### config.mk
export PLATFORM = sky130hd
export DESIGN_NAME = nand_bundle_restorer
export DESIGN_NICKNAME = d
export VERILOG_FILES = /design/src/rtl/restorer_pkg.sv /design/src/rtl/nand_bundle_restorer_vote.sv /design/src/rtl/nand_bundle_restorer.sv
export SDC_FILE = /design/constraint.sdc
export NUM_CORES = 1
export LEC_CHECK = 0
export CAP_MARGIN = 40
export CORE_UTILIZATION = 30
export DETAILED_ROUTE_END_ITERATION = 7
export PLACE_DENSITY = 0.53
export SLEW_MARGIN = 10
export SYNTH_ARGS = -nofsm -noshare
export SYNTH_HDL_FRONTEND = slang
export SYNTH_SLANG_ARGS = --single-unit
export TNS_END_PERCENT = 20
### constraint.sdc
create_clock -name clk -period 6.95 [get_ports clk]
set_clock_uncertainty 0.2 [all_clocks]
set_input_delay 0.695 -clock clk [delete_from_list [all_inputs] [get_ports clk]]
set_output_delay 0.695 -clock clk [all_outputs]
set_load 0.005 [all_outputs]
### src/rtl/restorer_pkg.sv
// Shared types and helpers for the NAND bundle restorer: FSM state encoding,
// default counter width and a width-parameterised popcount.
package restorer_pkg;

    typedef enum logic [1:0] {
        IDLE = 2'd0,
        RUN  = 2'd1,
        DONE = 2'd2
    } state_t;

    localparam int unsigned COUNT_W_DEF = 16;
    localparam int unsigned POP_MAX_W   = 64;

    // Counts set bits among the low `width` bits; callers zero-extend into POP_MAX_W.
    function automatic int unsigned popcount(input logic [POP_MAX_W-1:0] v,
                                             input int unsigned         width);
        int unsigned n;
        n = 0;
        for (int unsigned i = 0; i < POP_MAX_W; i++) begin
            if (i < width && v[i]) n++;
        end
        return n;
    endfunction

endpackage

### src/rtl/nand_bundle_restorer_vote.sv
// bundle_threshold_vote: combinational threshold vote over a redundant bundle.
// Popcount at/above HI_THRESH votes 1, at/below LO_THRESH votes 0, else undecided.
module bundle_threshold_vote
    import restorer_pkg::*;
#(
    parameter int unsigned BUNDLE_WIDTH = 8,
    parameter int unsigned HI_THRESH    = 6,
    parameter int unsigned LO_THRESH    = 2
) (
    input  logic [BUNDLE_WIDTH-1:0] bundle,
    output logic                    vote,
    output logic                    undecided
);

    int unsigned pc;

    // NOTE: every output of an always_comb gets a default first, so no path can infer a latch.
    always_comb begin
        vote      = 1'b0;
        undecided = 1'b0;
        pc        = popcount(POP_MAX_W'(bundle), BUNDLE_WIDTH);
        if (pc >= HI_THRESH) begin
            vote = 1'b1;
        end else if (pc > LO_THRESH) begin
            undecided = 1'b1;
        end
    end

endmodule

### src/rtl/nand_bundle_restorer.sv
// Restores a redundant NAND bundle to one registered value and measures error counts
// over a started window. Optional first-error capture: RESTORER_FIRST_ERR_CAPTURE_EN.
module nand_bundle_restorer
    import restorer_pkg::*;
#(
    parameter int unsigned BUNDLE_WIDTH = 8,
    parameter int unsigned HI_THRESH    = 6,
    parameter int unsigned LO_THRESH    = 2,
    parameter int unsigned COUNT_W      = COUNT_W_DEF
) (
    input  logic                    clk,
    input  logic                    reset_n,
    input  logic [BUNDLE_WIDTH-1:0] bundle_i,
    input  logic                    bundle_valid_i,
    input  logic                    golden_i,
    input  logic                    start_i,
    input  logic [COUNT_W-1:0]      window_len_i,
    output logic                    z_o,
    output logic                    z_valid_o,
    output logic                    undecided_o,
    output logic [COUNT_W-1:0]      err_count_o,
    output logic [COUNT_W-1:0]      undecided_count_o,
    output logic [COUNT_W-1:0]      sample_count_o,
    output logic                    busy_o,
`ifdef RESTORER_FIRST_ERR_CAPTURE_EN
    output logic [COUNT_W-1:0]      first_err_idx_o,
    output logic                    first_err_vld_o,
`endif
    output logic                    done_o
);

    state_t             state;
    logic [COUNT_W-1:0] len_q;
    logic [COUNT_W-1:0] err_q;
    logic [COUNT_W-1:0] undec_q;
    logic [COUNT_W-1:0] samp_q;
    logic               z_q;
    logic               z_valid_q;
    logic               undec_flag_q;
    logic               vote;
    logic               vote_undecided;

    function automatic logic [COUNT_W-1:0] sat_inc(input logic [COUNT_W-1:0] x);
        return (&x) ? x : x + 1'b1;
    endfunction

    bundle_threshold_vote #(
        .BUNDLE_WIDTH (BUNDLE_WIDTH),
        .HI_THRESH    (HI_THRESH),
        .LO_THRESH    (LO_THRESH)
    ) u_vote (
        .bundle    (bundle_i),
        .vote      (vote),
        .undecided (vote_undecided)
    );

    // An undecided sample keeps the last restored value rather than guessing.
    // NOTE: sequential state is written only with non-blocking assignments.
    always_ff @(posedge clk or negedge reset_n) begin
        if (!reset_n) begin
            z_q          <= 1'b0;
            z_valid_q    <= 1'b0;
            undec_flag_q <= 1'b0;
        end else begin
            z_valid_q <= bundle_valid_i;
            if (bundle_valid_i) begin
                if (vote_undecided) begin
                    undec_flag_q <= 1'b1;
                end else begin
                    z_q          <= vote;
                    undec_flag_q <= 1'b0;
                end
            end
        end
    end

    // NOTE: all counters and the captured length reset asynchronously so a mid-window reset leaves no partial result.
    always_ff @(posedge clk or negedge reset_n) begin
        if (!reset_n) begin
            state   <= IDLE;
            len_q   <= '0;
            err_q   <= '0;
            undec_q <= '0;
            samp_q  <= '0;
        end else begin
            case (state)
                IDLE, DONE: begin
                    if (start_i) begin
                        len_q   <= window_len_i;
                        err_q   <= '0;
                        undec_q <= '0;
                        samp_q  <= '0;
                        state   <= (window_len_i == '0) ? DONE : RUN;
                    end
                end
                RUN: begin
                    if (bundle_valid_i) begin
                        samp_q <= sat_inc(samp_q);
                        if (vote_undecided) begin
                            undec_q <= sat_inc(undec_q);
                        end else if (vote != golden_i) begin
                            err_q <= sat_inc(err_q);
                        end
                        // Saturation of sample_count also ends an all-ones window.
                        if (sat_inc(samp_q) == len_q) state <= DONE;
                    end
                end
                default: state <= IDLE;
            endcase
        end
    end

`ifdef RESTORER_FIRST_ERR_CAPTURE_EN
    logic [COUNT_W-1:0] first_idx_q;
    logic               first_vld_q;

    always_ff @(posedge clk or negedge reset_n) begin
        if (!reset_n) begin
            first_idx_q <= '0;
            first_vld_q <= 1'b0;
        end else if (start_i && state != RUN) begin
            first_idx_q <= '0;
            first_vld_q <= 1'b0;
        end else if (state == RUN && bundle_valid_i && !vote_undecided
                     && vote != golden_i && !first_vld_q) begin
            first_idx_q <= samp_q;
            first_vld_q <= 1'b1;
        end
    end

    assign first_err_idx_o = first_idx_q;
    assign first_err_vld_o = first_vld_q;
`endif

    assign z_o               = z_q;
    assign z_valid_o         = z_valid_q;
    assign undecided_o       = undec_flag_q;
    assign err_count_o       = err_q;
    assign undecided_count_o = undec_q;
    assign sample_count_o    = samp_q;
    assign busy_o            = (state == RUN);
    assign done_o            = (state == DONE);

endmodule

==> impl_metrics.tcl <==
set metrics [dict create \
    status "finished, violations left" \
    violations "design-rule violations" \
    die_w_um 125.1 \
    final_common_cell "nand2_1" \
    synthArstFlopShare_pct 100.0 \
    routed_wl_mm 12.36 \
    seq_area_um2 1727 \
    cts_buffers 9 \
    total_power_w 0.001641 \
    clk_path_buf_depth 2 \
    p_leak_nw 2.483 \
    cts_resized 0 \
    route.detailed.drc 6 \
    nets 640 \
    grt_max_degree 44 \
    io_buffers 81 \
    endpoint_kind "flop" \
    multiInputGateArea_um2 2633 \
    drt_iter0_markers 210 \
    core_um2 14640 \
    cp_data_arrival_time_ps 6340 \
    fmax_mhz 158.4 \
    rows 44 \
    initial_core_util_pct 31.06 \
    relSlewSlack_pct 49.05 \
    ff2ff_setup_slack_ps 3510 \
    ios 82 \
    rsz0062_at_grt "no" \
    min_path_type "primary input to async pin" \
    htree_levels 3 \
    drv_slew 0 \
    ys_ff_latch 69 \
    drive_gt1_share_pct 7.107 \
    fill_cells 1471 \
    first_pass_iters 6 \
    synth-edff-count 0 \
    setup_violations 0 \
    gp_congestion 0.7899 \
    clock_latency_ps 330 \
    ant_nets 0 \
    post-route-period-util_pct 90.84 \
    cts.hold.buffers_added 0 \
    path_class "primary input to flop" \
    crit_fanout 13 \
    wl_per_cell_um 15.66 \
    via_count 4088 \
    grt_overflow 0 \
    vias_per_cell 5.181 \
    syn_area_um2 4548 \
    r2r_start "state[0]$_DFFE_PN0P_" \
    cts_num_sinks 69 \
    powerDensity_nw_per_um2 282.0 \
    syn2layout_area_growth_pct 27.98 \
    ys.warnings.count 0 \
    cp.required_ps 6970 \
    worst_slew_pin_slew_ps 752.4 \
    tritoncts "yes" \
    grt_first_pass_wirelength_mm 20.87 \
    ys_seq_area_share_pct 37.96 \
    antenna_found_initial 0 \
    die-area_um2 15660 \
    hold_violations 0 \
    antenna_cells 0 \
    fin_tns_setup_ps 0 \
    synth.distinct_cells 68 \
    r2r-end "err_count_o[5]$_DFFE_PN0P_" \
    track_usage_pct 16.48 \
    design_area_um2 5821 \
    cap_viol_max_count 0 \
    dp_hpwl_mm 9.010 \
    postPlaceCellArea_um2 5528 \
    avgSynthCellArea_um2 8.680 \
    syn_nets 564 \
    ir_drop_v 0.0001227 \
    ys.flop_type "dfrtp_1" \
    dp.cells 773 \
    root_buffer "clkbuf_16" \
    post-route-min-period_ps 6314 \
    final_cells 789 \
    ff2ff_path_depth 7 \
    cts_setup_buffers 0 \
    clk_pin_slew_ps 60 \
    worstSetupStartpointType "primary input" \
    grt_pass1_vias 4057 \
    die_h_um 125.1 \
    layout_common_cells "101 x nand2_1, 80 x clkdlybuf4s50_1, 69 x dfrtp_1, 38 x nor2_1, 27 x o21ai_0" \
    netlist_instances 524 \
]
==> metal layers <==
layer,global-route usage [%],up-vias,routed length (um)
met5,0,-,0
li1,-,2033,-
met2,26.13,73,5634
met4,4.735,0,140
met3,3.252,12,486
met1,22.74,1970,6096
==> Yosys cell counts (3+ instances only) <==
| cell | number | area share (%) |
|---|---|---|
| xor2_1 | 22 | 4.2 |
| a211oi_1 | 3 | 0.50 |
| nand3b_1 | 4 | 0.66 |
| o211ai_1 | 3 | 0.50 |
| nand4_1 | 12 | 1.7 |
| inv_1 | 17 | 1.4 |
| nand3_1 | 21 | 2.3 |
| xnor2_1 | 20 | 3.9 |
| dfrtp_1 | 69 | 38 |
| clkbuf_1 | 14 | 1.2 |
| a31oi_1 | 7 | 0.96 |
| mux2i_1 | 7 | 1.5 |
| and4_1 | 4 | 0.77 |
| or3_1 | 5 | 0.69 |
| o31ai_1 | 7 | 1.2 |
| nand2_1 | 101 | 8.3 |
| a21oi_1 | 24 | 2.6 |
| a311oi_1 | 3 | 0.58 |
| a21o_1 | 6 | 0.99 |
| nor2_1 | 38 | 3.1 |
| mux2_2 | 3 | 0.74 |
| o32ai_1 | 3 | 0.58 |
| nor3_1 | 9 | 0.99 |
| or4_1 | 4 | 0.66 |
| clkbuf_8 | 3 | 0.91 |
| nor2b_1 | 4 | 0.55 |
| nor4_1 | 6 | 0.83 |
| a41o_1 | 5 | 1.1 |
| and2_1 | 4 | 0.55 |
| ha_1 | 11 | 3.0 |
| o21ai_0 | 27 | 3.0 |
| and3_1 | 9 | 1.2 |
| nand2b_1 | 4 | 0.55 |
==> power breakdown <==
part,switching [W],internal (W)
Sequential,0.0000914,0.000481
Clock,0.000182,0.000277
Combinational,0.000333,0.000277
==> state kept, by name, summed over array words and instances (netlist names) <==
register,cells
err_count_o,16
len_q,16
sample_count_o,16
state,2
undecided_count_o,16
undecided_o,1
z_o,1
z_valid_o,1
==> worst max path at each step <==
stage,slack (ps),depth (start not counted),to,startpoint
floorplan,1290,23,undecided_count_o[5]$_DFFE_PN0P_,bundle_i[0]
global placement,500,23,err_count_o[5]$_DFFE_PN0P_,bundle_i[0]
detailed placement,320,23,err_count_o[5]$_DFFE_PN0P_,bundle_i[0]
CTS,660,23,err_count_o[5]$_DFFE_PN0P_,bundle_i[0]
global route,220,23,err_count_o[5]$_DFFE_PN0P_,bundle_i[0]
finish,640,23,err_count_o[5]$_DFFE_PN0P_,bundle_i[0]
==> area by class of cell <==
class,instances,area share [%]
clock inverters,6,1.096
flip-flops and latches,69,29.66
inverters,18,1.161
multi-input cells,415,45.23
well taps,184,3.955
clock buffers,10,3.934
repair buffers,87,14.96
==> critical path, cell delays in order <==
cell and delay, ps:
clkdlybuf4s50_1 520, inv_1 80, ha_1 380, xnor3_2 530, inv_2 100, ha_1 220, nand2_1 100, o311ai_1 240
ha_1 410, mux2_2 280, ha_1 290, nand2_1 80, o21ai_0 90, a21oi_1 170, inv_1 60, ha_1 220
xnor2_1 150, o32ai_1 160, and3_2 260, a41o_4 260, nor4_4 620, a31oi_1 170, a41o_1 220
==> through the flow <==
stage / utilization [%] / hold WS [ps] / worst slack (ps)
2_1_floorplan: - / 199.4 / 1287
3_3_place_gp: 37.56 / 288.4 / 499.0
3_5_place_dp: 37.75 / 287.4 / 321.4
4_1_cts: 39.75 / 179.5 / 655.0
5_1_grt: 39.75 / 204.6 / 222.1
6_report: 39.75 / 169.4 / 636.3
==> cells by family after synthesis <==
| family | count (synthesis) | share of synthesized area (%) |
|---|---|---|
| compound gates | 108 | 15.96 |
| xor+xnor | 45 | 9.711 |
| fa+ha+maj | 11 | 3.026 |
| buf+inv | 40 | 4.319 |
| flops | 69 | 37.96 |
| mux | 11 | 2.613 |
| simple gates | 240 | 26.41 |
(Power assumes the default switching activity.)
